==> src/rtl/tl_phase_scheduler.sv <==
// Demand-driven A/B crossing phase scheduler with one walk phase and flash mode.
// Ports: clk, rstn, tick_en, a/b/ped_req, flash_en -> a/b_lamp, walk, ped_ack, phase, side.
module tl_phase_scheduler #(
  parameter int CNT_W     = 8,
  parameter int GREEN_MIN = 4,
  parameter int GREEN_MAX = 12,
  parameter int YELLOW_T  = 2,
  parameter int ALLRED_T  = 1,
  parameter int PED_T     = 6
) (
  input  logic       clk,
  input  logic       rstn,
  input  logic       tick_en,
  input  logic       a_req,
  input  logic       b_req,
  input  logic       ped_req,
  input  logic       flash_en,
  output logic [2:0] a_lamp,
  output logic [2:0] b_lamp,
  output logic       walk,
  output logic       ped_ack,
  output logic [2:0] phase,
  output logic       side
);

  localparam logic [2:0] PH_GREEN  = 3'd0;
  localparam logic [2:0] PH_YELLOW = 3'd1;
  localparam logic [2:0] PH_ALLRED = 3'd2;
  localparam logic [2:0] PH_WALK   = 3'd3;
  localparam logic [2:0] PH_FLASH  = 3'd4;

  localparam int EW = CNT_W + 1;
  localparam logic [EW-1:0] G_MIN = EW'(GREEN_MIN);
  localparam logic [EW-1:0] G_MAX = EW'(GREEN_MAX);
  localparam logic [EW-1:0] Y_T   = EW'(YELLOW_T);
  localparam logic [EW-1:0] AR_T  = EW'(ALLRED_T);
  localparam logic [EW-1:0] P_T   = EW'(PED_T);

  localparam logic [2:0] L_RED = 3'b100;
  localparam logic [2:0] L_YEL = 3'b010;
  localparam logic [2:0] L_GRN = 3'b001;

  logic [2:0]       ph;
  logic [CNT_W-1:0] cnt;
  logic             ped_pend;
  logic             flash_ph;
  logic             ack_q;

  logic [EW-1:0]    el;
  logic [CNT_W-1:0] cnt_inc;
  logic             own;
  logic             oth;
  logic             dem;
  logic             ped_any;
  logic             go_yel;

  // elapsed is one wider than cnt so a saturated count never wraps
  assign el      = {1'b0, cnt} + EW'(1);
  assign cnt_inc = (&cnt) ? cnt : cnt + 1'b1;
  assign own     = side ? b_req : a_req;
  assign oth     = side ? a_req : b_req;
  assign ped_any = ped_pend | ped_req;
  assign dem     = oth | ped_any;
  assign go_yel  = (el >= G_MIN) && dem &&
                   (!own || (el >= G_MAX));

  always_ff @(posedge clk or negedge rstn) begin
    if (!rstn) begin
      ph       <= PH_GREEN;
      side     <= 1'b0;
      cnt      <= '0;
      ped_pend <= 1'b0;
      flash_ph <= 1'b0;
      ack_q    <= 1'b0;
    end else begin
      ack_q    <= 1'b0;
      ped_pend <= ped_any;
      if (flash_en) begin
        if (ph != PH_FLASH) begin
          ph       <= PH_FLASH;
          cnt      <= '0;
          flash_ph <= 1'b1;
        end else if (tick_en) begin
          flash_ph <= ~flash_ph;
          cnt      <= cnt_inc;
        end
      end else begin
        case (ph)
          PH_GREEN: begin
            if (tick_en) begin
              if (go_yel) begin
                ph  <= PH_YELLOW;
                cnt <= '0;
              end else begin
                cnt <= cnt_inc;
              end
            end
          end
          PH_YELLOW: begin
            if (tick_en) begin
              if (el == Y_T) begin
                ph  <= PH_ALLRED;
                cnt <= '0;
              end else begin
                cnt <= cnt_inc;
              end
            end
          end
          PH_ALLRED: begin
            if (tick_en) begin
              if (el == AR_T) begin
                cnt <= '0;
                if (ped_any) begin
                  ph       <= PH_WALK;
                  ped_pend <= 1'b0;
                  ack_q    <= 1'b1;
                end else begin
                  ph   <= PH_GREEN;
                  side <= ~side;
                end
              end else begin
                cnt <= cnt_inc;
              end
            end
          end
          PH_WALK: begin
            if (tick_en) begin
              if (el == P_T) begin
                ph   <= PH_GREEN;
                side <= ~side;
                cnt  <= '0;
              end else begin
                cnt <= cnt_inc;
              end
            end
          end
          PH_FLASH: begin
            // leave via clearance owned by B so A gets the next green
            ph       <= PH_ALLRED;
            side     <= 1'b1;
            cnt      <= '0;
            flash_ph <= 1'b0;
          end
          default: begin
            ph   <= PH_ALLRED;
            side <= 1'b1;
            cnt  <= '0;
          end
        endcase
      end
    end
  end

  always_comb begin
    a_lamp = L_RED;
    b_lamp = L_RED;
    walk   = 1'b0;
    case (ph)
      PH_GREEN: begin
        a_lamp = side ? L_RED : L_GRN;
        b_lamp = side ? L_GRN : L_RED;
      end
      PH_YELLOW: begin
        a_lamp = side ? L_RED : L_YEL;
        b_lamp = side ? L_YEL : L_RED;
      end
      PH_WALK: begin
        walk = 1'b1;
      end
      PH_FLASH: begin
        a_lamp = {1'b0, flash_ph, 1'b0};
        b_lamp = {flash_ph, 2'b00};
      end
      default: begin
        a_lamp = L_RED;
        b_lamp = L_RED;
      end
    endcase
  end

  assign phase   = ph;
  assign ped_ack = ack_q;

endmodule

==> config.mk <==
export PLATFORM = sky130hd
export DESIGN_NAME = tl_phase_scheduler
export DESIGN_NICKNAME = d
export VERILOG_FILES = /design/src/rtl/tl_phase_scheduler.sv
export SDC_FILE = /design/constraint.sdc
export NUM_CORES = 1
export LEC_CHECK = 0
export ABC_AREA = 1
export CAP_MARGIN = 10
export CORE_UTILIZATION = 52
export CTS_BUF_LIST = sky130_fd_sc_hd__clkbuf_4 sky130_fd_sc_hd__clkbuf_8
export DETAILED_ROUTE_END_ITERATION = 10
export HOLD_SLACK_MARGIN = 0.15
export PLACE_DENSITY = 0.88
export SETUP_SLACK_MARGIN = 0.15
export SLEW_MARGIN = 20
export SYNTH_ARGS = -nofsm -noshare
export SYNTH_HDL_FRONTEND = slang
export SYNTH_SLANG_ARGS = --single-unit
==> constraint.sdc <==
create_clock -name clk -period 3.8 [get_ports clk]
set_clock_uncertainty 0.05 [all_clocks]
set_input_delay 0.95 -clock clk [delete_from_list [all_inputs] [get_ports clk]]
set_output_delay 0.95 -clock clk [all_outputs]
set_load 0.01 [all_outputs]
* Yosys cells after proc, flatten, opt, wreduce, memory -nomap -nowiden *
Cells that the tools add are included.

operators by class
  bitwise gates (word level) = 6
  eq/ne operators = 23
  multiplexer cells = 53
  add/sub/neg operators = 2
  reduce and logical (&&, ||, !) cells = 12
  $lt $le $gt $ge = 2

operators by type and width
  kind                                                  count
  2-to-1 mux 8 bit                                      12
  2-to-1 mux 3 bit                                      14
  case mux 8 bit (4 select lines)                       1
  != test 3 bit (second input constant)                 9
  2-to-1 mux 1 bit                                      21
  case mux 3 bit (3 select lines)                       2
  case mux 3 bit (4 select lines)                       1
  != test 2 bit (second input constant)                 5
  adder 8 x 1 -> 9 bit (second input constant)          1
  equality test 9 x 1 -> 1 bit (second input constant)  1
  equality test 9 x 2 -> 1 bit (second input constant)  1
  equality test 9 x 3 -> 1 bit (second input constant)  1
  >= comparator 9 x 3 -> 1 bit (second input constant)  1
  >= comparator 9 x 4 -> 1 bit (second input constant)  1
  AND reduction 9 bit                                   1
  adder 8 x 1 -> 8 bit (second input constant)          1
  AND reduction 8 bit                                   1
  AND reduction 7 bit                                   1
  equality test 3 x 2 -> 1 bit (second input constant)  2
  AND reduction 5 bit                                   1
  NOT 1 bit                                             4
  equality test 3 x 1 -> 1 bit (second input constant)  1
  equality test 3 bit (second input constant)           1
  logical NOT 3 bit                                     1
  11 further kinds                                      13

storage, ports and cells
  word-level logic and storage cells = 104
  output and inout port bits = 12
  register bits after elaboration = 15
  bits of input ports = 7

* Longest topological paths before layout *
Gate-level depths: netlist of the first run.

  depth in word-level cells = 8
  depth in mapped cells = 17
  mapped depth without buffers = 17

* Worst setup path after synthesis of the first run *
No wires, ideal clock.

  path type = register to output
  start point = register ph[2], in the netlist phase[2]
  end point = output b_lamp[2]
  data arrival time = 1.278 ns
  setup slack = 1.522 ns
  path buffers = 0
  stages on the path, launching flop included = 6
  data required time = 2.800 ns
  path through = dfrtp_1 -> nor3_1 -> inv_1 -> o21ai_0 -> nor2_1 -> nand2_1

between the ends
  word-level cells in the longest chain between the ends = 2
  elaborated cells on any way between the ends = 4
  those cells by class = eq/ne: 2; mux: 1; reduce/logical: 1

RTL lines
  what                                               RTL line  RTL
  from (decl)                                        43        logic [2:0] ph;
  from (signal assigned)                             69        ph <= PH_GREEN;
  from (signal assigned)                             80        ph <= PH_FLASH;
  from (signal assigned)                             92        ph <= PH_YELLOW;
  equality test 3 bit, or another cell as far along  158       case (ph)
  case mux 3 bit (3 select lines) *                  158
  to (decl)                                          19        output logic [2:0] b_lamp,

Mark *: on every way between the ends. The rest lies on a longest branch, timed or not.

* Worst setup path in the final report of the first run *
  start point = register ph[1], in the netlist phase[1]
  end point = output b_lamp[2]

The elaborated chain is that of the path after synthesis.

==> reports/metrics.cfg, run 1 <==
[routing]
dr_total_vias=1286
routedWlPerCell_um=11.69
route.detailed.drc=0
dr.pass1.iters=4
viasPerCell=5.314
drtIter0Drc=37
ant_nets=0
drt-total-wl_mm=2.828

[worst_setup_path]
crit_path_end_kind=output port
crit_arrival_ns=2.05
path_max_fanout=7
worstSetupStartpointType=flop
crit_top_cell=nor2_1
crit_path_top_delay_cell=clkdlybuf4s50_1
critPathMaxStageDelay_ns=0.52
crit_type=reg -> out
path_cells=nor2_1, inv_1, nor2_1, inv_1, nor2_1, inv_1, o21ai_0, nor2_1, nand2_1, clkdlybuf4s50_1
cp.required_ns=2.80

[timing]
slew_viol_final=0
rsz0062_at_grt=false
hold_viol=0
fin_crit_sh=0.8038
min_period_ns=3.055
fin_tns_setup_ns=0
maxSlewHeadroom=0.5251
tightestPinTransition_ns=0.7101
setup_viol=0
fmax_mhz=327.4
whs_ns=0.4796

[clock_tree]
htree_levels=1
cts_tree=done
cts.repair.resized=0
worstSkewPairLatency_ns=0.29
post-cts-setup-buffers=0
clk_pin_slew_ns=0.09
cts_root_buf=clkbuf_4
cts_buffers=3
ctsHoldBuffers=0
cts_sinks=15
clockBufferDepth=2

[run_status]
status=finished, final reports clean

[yosys]
synth_area_leaders=dfrtp_1, nand2_1, inv_1
ys_seq_area_frac=0.3093
synth_seq_cells=15
synth.distinct_cells=21
postSynthCellCount=194
synth_nets=205
synth_top_area_cell=dfrtp_1
syn_avg_cell_area_sq_um=6.256
synth_top_area_frac=0.3093
synthesis.area_sq_um=1214
synth-warning-count=0

[die]
coreArea_sq_um=2212
die-width_um=50.31
start_util=0.5486
ios=19
row_count=17
die_h_um=50.31
die-area_sq_um=2531

[cells_and_area]
antenna_cells=0
final_common_cell=nand2_1
nFillCells=198
finalNonFillerCells=242
nets=226
layout-drive-gt1-share=0.1028
final_cell_mix=nand2_1, inv_1, nor2_1, clkdlybuf4s50_1
areaGrowthSynthToFinish_pct=19.59
final_cell_area_sq_um=1451

[grt]
grt_max_degree=16
grt_first_pass_wirelength_mm=4.878
grt_pass1_vias=1157
antenna_found_initial=0
grt-ovfl-total=0
grt_usage=0.2521

[placed_design]
hpwlAfterDp_mm=2.254
dpl.cell_count=238
portBuffers=18
dpl_cell_area_sq_um=1421
gp_congestion=0.9073

[worst_hold_path]
holdCritPathClass=reg -> reg

[power_and_ir_drop]
leakage_nw=0.7417
totalPowerFinal_mw=0.8866
peakVddDrop_uv=445.4
power_density_nw_per_um2=610.8

[job]
cap_violations=0

==> logic make-up (layout without fill, tap and decap cells) <==
logic type                 after synthesis  after routing  share of synthesized area
and+or+nand+nor                        103            103                     0.3670
AOI/OAI and AO/OA                       37             37                     0.1742
buffers and inverters                   35             55                     0.1082
DFF                                     15             15                     0.3093
adders and majority gates                4              4                    0.04124
==> layer usage <==
| layer | global-route usage | vias up | wire length, um |
|---|---|---|---|
| met2 | 0.4200 | 25 | 1336 |
| li1 | - | 660 | - |
| met4 | 0.06481 | 0 | 8 |
| met1 | 0.3340 | 599 | 1395 |
| met5 | 0 | - | 0 |
| met3 | 0.04545 | 2 | 88 |
==> final timing paths <==
path | from | depth (start not counted) | slack (ns) | to
max | phase[1] | 10 | 0.75 | b_lamp[2]
min | flash_ph | 2 | 0.48 | flash_ph
max reg2reg | cnt[0] | 14 | 1.65 | phase[1]
min reg2reg | flash_ph | 2 | 0.48 | flash_ph
max in group asynchronous | rstn | 1 | 2.22 | cnt[1]
min in group asynchronous | rstn | 1 | 1.03 | cnt[3]
==> area by class of cell <==
class	instances	area, sq um	area share
Inverter	33	123.9	0.08535
Timing Repair Buffer	18	180.2	0.1241
Multi-Input combinational cell	144	706.9	0.4871
Tap cell	28	35.03	0.02414
Clock buffer	4	30.03	0.02069
Sequential cell	15	375.4	0.2586
==> synthesized netlist by cell type <==
library cell	instances
ha_1	4
nor2_1	23
o21ai_0	13
o21bai_1	1
nand3_1	14
nor2_2	5
nand2_1	50
a21oi_1	15
o22ai_1	4
inv_2	4
inv_1	29
clkbuf_1	2
nand4_1	2
o21ai_4	1
a31oi_1	1
nand3_2	1
nand2_2	6
o211ai_1	1
dfrtp_1	15
nor3_1	2
o21ai_2	1
==> metrics by stage <==
stage	worst slack, ns	util
final	0.7454	0.6561
after global routing	0.5322	0.6561
after CTS	0.7536	0.6561
after detailed placement	1.086	0.6425
after global placement	1.110	0.6425
after floorplan	1.522	-
==> state kept, by name, summed over array words and instances, names as in the netlist <==
register	count
cnt	8
ped_ack	1
flash_ph	1
ped_pend	1
side	1
phase	3
==> worst max-delay path, delay by kind of cell (launching register included) <==
family	cells	cell delay [ns]
AO/OA/AOI/OAI	1	0.11
AND/OR/NAND/NOR	5	0.49
buffers and inverters	4	0.71
flip-flops	1	0.46
==> power by group <==
group	total [mW]	switching (mW)	internal, mW	leakage, nW
Sequential	0.278	0.0722	0.206	0.190
Combinational	0.510	0.298	0.212	0.533
Clock	0.0983	0.0503	0.0480	0.0184
Total	0.887	0.420	0.466	0.742
Power figures use the tool's default switching activity.
==> run 2: changes to the inputs <==
--- a/config.mk
+++ b/config.mk
@@ -7,7 +7,7 @@
 export LEC_CHECK = 0
 export ABC_AREA = 1
 export CAP_MARGIN = 10
-export CORE_UTILIZATION = 52
+export CORE_UTILIZATION = 50
 export CTS_BUF_LIST = sky130_fd_sc_hd__clkbuf_4 sky130_fd_sc_hd__clkbuf_8
 export DETAILED_ROUTE_END_ITERATION = 10
 export HOLD_SLACK_MARGIN = 0.15
==> constraint.sdc (replaced) <==
create_clock -name clk -period 2.8 [get_ports clk]
set_clock_uncertainty 0.05 [all_clocks]
set_input_delay 0.7 -clock clk [delete_from_list [all_inputs] [get_ports clk]]
set_output_delay 0.7 -clock clk [all_outputs]
set_load 0.01 [all_outputs]
==> reports/metrics.cfg, run 2 (synthesized netlist as in run 1, its figures left out) <==
[grt]
grt_max_degree=16
grt_pass1_vias=1159
antenna_found_initial=0
grt-ovfl-total=0
grt_usage=0.2495
grt_first_pass_wirelength_mm=5.023

[timing]
timing.final.ws_setup_ns=0.2826
maxSlewHeadroom=0.5375
min_period_ns=2.517
fin_crit_sh=0.8991
tightestPinTransition_ns=0.6915
setup_viol=0
hold_viol=0
fin_tns_setup_ns=0
rsz0062_at_grt=false
fmax_mhz=397.2
slew_viol_final=0

[routing]
ant_nets=0
viasPerCell=5.419
route.detailed.drc=0
drtIter0Drc=42
drt-total-wl_mm=2.982
routedWlPerCell_um=12.12
dr_total_vias=1333
dr.pass1.iters=4

[worst_hold_path]
holdCritPathClass=reg -> reg
min-delay-start=ped_pend
min_to=ped_ack
whs_path_depth=2

[die]
start_util=0.5383
coreArea_sq_um=2255
row_count=17
die-area_sq_um=2628
die_h_um=51.27
ios=19
die-width_um=51.27

[worst_setup_path]
worstSetupStartpointType=flop
crit_type=reg -> out
ff2ff_path_depth=17
critPathMaxStageDelay_ns=0.55
r2r_slack_ns=0.64
crit_path_top_delay_cell=clkdlybuf4s50_1
crit_buf_inv=3
timing.rr.end=phase[0]
reg2reg_from=cnt[0]
crit_path_end_kind=output port
cp.required_ns=2.05
path_cells=nor2_1, inv_1, nor2_2, inv_1, nor2_1, clkdlybuf4s50_1
path_max_fanout=6
cp_top_family=buffers and inverters
crit_arrival_ns=1.77

[power_and_ir_drop]
power_frac_comb=0.589
peakVddDrop_uv=511.8
p_seq_frac=0.305
power_density_nw_per_um2=818.2
totalPowerFinal_mw=1.223
clkPwrFrac=0.106
internal-power_mw=0.6418
leakage_nw=0.7919
p_sw_frac=0.4753
p_sw_mw=0.5815

[cells_and_area]
antenna_cells=0
areaGrowthSynthToFinish_pct=23.20
largest-register=cnt
final_cell_mix=nand2_1, inv_1, nor2_1, a21oi_1, clkdlybuf4s50_1
largest_reg_flops=8
layout-drive-gt1-share=0.1376
final_common_cell=nand2_1
nets=230

[clock_tree]
cts_tree=done
cts_sinks=15
cts_buffers=3
clk_pin_slew_ns=0.09
clockBufferDepth=2
cts_root_buf=clkbuf_4
worstSkewPairLatency_ns=0.28
htree_levels=1

[job]
cap_violations=0

[placed_design]
gp_congestion=0.8995
hpwlAfterDp_mm=2.220
portBuffers=18
dp_slack_ns=0.3686

[run_status]
status=finished, final reports clean

==> run 2: changes by cell type in the layout (fill, tap and decap cells not counted), moves of 2 or more <==
cell             previous run  this run
clkdlybuf4s50_1            18        15
dlymetal6s2s_1              0         2
dfrtp_2                     0         2
dfrtp_1                    15        13
buf_4                       0         4
==> run 2: tightest hold or removal path, stage by stage, from the launching register on <==
cell and delay [ns]:
dfrtp_1 0.33, nor2_1 0.06, nor2_1 0.10
==> run 2: layer usage <==
layer	routed length [um]	global-route usage	up-vias
met5	0	0	-
met4	50	0.03153	0
met3	159	0.04464	10
met2	1362	0.4189	50
met1	1409	0.3425	603
li1	-	-	670
==> run 2: layout make-up <==
class                           instances  area [sq um]
Timing Repair Buffer                   22         214.0
Tap cell                               28         35.03
Clock buffer                            4         30.03
Sequential cell                        15         377.9
Fill cell                             197         759.5
Multi-Input combinational cell        144         714.4
Inverter                               33         123.9
==> run 2: worst max path at each step <==
stage / start / end / slack, ns / cells after the start
finish: phase[0] / b_lamp[0] / 0.28 / 6
global route: phase[0] / b_lamp[0] / 0.16 / 6
CTS: phase[1] / a_lamp[1] / 0.19 / 8
floorplan: phase[2] / b_lamp[2] / 0.77 / 5
detailed placement: phase[2] / b_lamp[2] / 0.37 / 6
global placement: phase[1] / b_lamp[2] / 0.44 / 10
==> run 2: repair_timing <==
| action | 4_1_cts | 5_1_grt |
|---|---|---|
| pin swaps | 0 | 0 |
| setup endpoints to repair | 2 | 3 |
| gates resized for setup | 3 | 4 |
| hold buffers | 0 | 0 |
| setup buffers | 2 | 0 |
==> run 2: power by group through the flow <==
stage	logic (mW)	registers [mW]	clock network, mW
after floorplan	0.446	0.365	0
after global placement	0.683	0.370	0
after detailed placement	0.688	0.374	0
after CTS	0.708	0.370	0.134
after global routing	0.809	0.387	0.143
final	0.720	0.373	0.130
==> run 2: through the flow <==
stage	instances	hold slack, ns	util	area (sq um)
global placement	240	0.4609	0.6371	1436
detailed placement	240	0.4622	0.6371	1436
floorplan	194	0.3544	-	1214
global route	246	0.5149	0.6632	1495
CTS	246	0.4835	0.6593	1486
finish	246	0.4747	0.6632	1495
==> run 3: changes to the inputs <==
--- a/config.mk
+++ b/config.mk
@@ -17,3 +17,4 @@
 export SYNTH_ARGS = -nofsm -noshare
 export SYNTH_HDL_FRONTEND = slang
 export SYNTH_SLANG_ARGS = --single-unit
+export TNS_END_PERCENT = 5
==> reports/metrics.cfg, run 3 (synthesized netlist as in run 1, its figures left out) <==
[routing]
routedWlPerCell_um=11.88
drtIter0Drc=39
ant_nets=0
drt-total-wl_mm=2.923
route.detailed.drc=0
dr.pass1.iters=4
dr_total_vias=1317
viasPerCell=5.354

[power_and_ir_drop]
power_density_nw_per_um2=816.8
clkPwrFrac=0.108
power_frac_comb=0.586
peakVddDrop_uv=466.2
internal-power_mw=0.6423
leakage_nw=0.7756
p_sw_mw=0.5749
p_sw_frac=0.4723
p_seq_frac=0.306

[clock_tree]
cts_tree=done
cts_buffers=3
clockBufferDepth=2
cts_root_buf=clkbuf_4
cts_sinks=15
htree_levels=1
worstSkewPairLatency_ns=0.29
clk_pin_slew_ns=0.09

[timing]
min_period_ns=2.598
whs_ns=0.4748
fmax_mhz=384.9
setup_viol=0
slew_viol_final=0
fin_tns_setup_ns=0
tightestPinTransition_ns=0.6896
hold_viol=0
fin_crit_sh=0.9280
rsz0062_at_grt=true
maxSlewHeadroom=0.5388

[cells_and_area]
antenna_cells=0
final_cell_mix=nand2_1, inv_1, nor2_1, clkdlybuf4s50_1, a21oi_1
final_common_cell=nand2_1
largest-register=cnt
layout-drive-gt1-share=0.1330
nFillCells=198
nets=230
largest_reg_flops=8
areaGrowthSynthToFinish_pct=22.78

[grt]
grt_usage=0.2495
antenna_found_initial=0
grt_first_pass_wirelength_mm=5.023
grt_pass1_vias=1159
grt_max_degree=16
grt-ovfl-total=0

[die]
start_util=0.5383
die-area_sq_um=2628
die-width_um=51.27
die_h_um=51.27
coreArea_sq_um=2255
row_count=17
ios=19

[placed_design]
portBuffers=18
gp_congestion=0.8995
hpwlAfterDp_mm=2.220

[worst_setup_path]
cp_top_family=buffers and inverters
worstSetupStartpointType=flop
reg2reg_from=cnt[0]
critPathMaxStageDelay_ns=0.55
path_depth=6
crit_arrival_ns=1.85
r2r_slack_ns=0.64
path_max_fanout=5
path_cells=nor2_1, inv_1, nor2_1, inv_1, nor2_1, clkdlybuf4s50_1
crit_end=a_lamp[0]
crit_path_top_delay_cell=clkdlybuf4s50_1
crit_path_end_kind=output port
ff2ff_path_depth=17
crit_top_cell=nor2_1
cp.required_ns=2.05
crit_buf_inv=3
crit_start=phase[1]
crit_type=reg -> out
timing.rr.end=phase[0]

[job]
cap_violations=0

[run_status]
status=finished, final reports clean

[worst_hold_path]
whs_path_depth=2
holdCritPathClass=reg -> reg
min-delay-start=ped_pend

[run 3: final cells by class]
| cell class | count | area [sq um] | share of cell area |
|---|---|---|---|
| clock buffers | 4 | 30.03 | 0.02015 |
| inverters | 33 | 123.9 | 0.08312 |
| multi-input cells | 144 | 711.9 | 0.4777 |
| flip-flops and latches | 15 | 377.9 | 0.2536 |
| well taps | 28 | 35.03 | 0.02351 |
| repair buffers | 22 | 211.5 | 0.1419 |
[run 3: power groups by stage]
stage / combinational, mW / clock [mW] / sequential [mW]
after floorplan: 0.446 / 0 / 0.365
after global placement: 0.683 / 0 / 0.370
after detailed placement: 0.688 / 0 / 0.374
after CTS: 0.708 / 0.134 / 0.370
after global routing: 0.804 / 0.143 / 0.387
final: 0.713 / 0.131 / 0.373
[run 3: what timing repair did]
item | in CTS | in global routing
gates resized for setup | 3 | 2
hold endpoints to repair | 0 | 0
setup buffers | 2 | 0
endpoints found under the setup margin | 2 | 3
hold buffers | 0 | 0
pin swaps | 0 | 0
[run 3: worst min path at each step]
stage | endpoint | slack (ns)
after floorplan | cnt[0] | 0.35
after global placement | flash_ph | 0.46
after detailed placement | ped_ack | 0.46
after CTS | ped_ack | 0.48
after global routing | flash_ph | 0.51
final | ped_ack | 0.47
[run 3: metal layers]
metal / share of wire / GRT usage / wire length, um / up-vias
li1: - / - / - / 670
met1: 0.47 / 0.3425 / 1365 / 585
met2: 0.46 / 0.4189 / 1340 / 52
met3: 0.057 / 0.04464 / 168 / 10
met4: 0.016 / 0.03153 / 48 / 0
met5: 0 / 0 / 0 / -
[run 3: tightest hold or removal path, cell delays in order, from the launching register on]
cell and delay (ns):
dfrtp_1 0.33, nor2_1 0.06, nor2_1 0.10
[run 3: stage by stage]
stage	area [sq um]	setup WS [ns]	std cells	utilization	power, mW
after floorplan	1214	0.7724	194	-	0.8104
after global placement	1436	0.4426	240	0.6371	1.053
after detailed placement	1436	0.3686	240	0.6371	1.062
after CTS	1486	0.1913	246	0.6593	1.211
after global routing	1490	0.04713	246	0.6609	1.334
final	1490	0.2016	246	0.6609	1.217
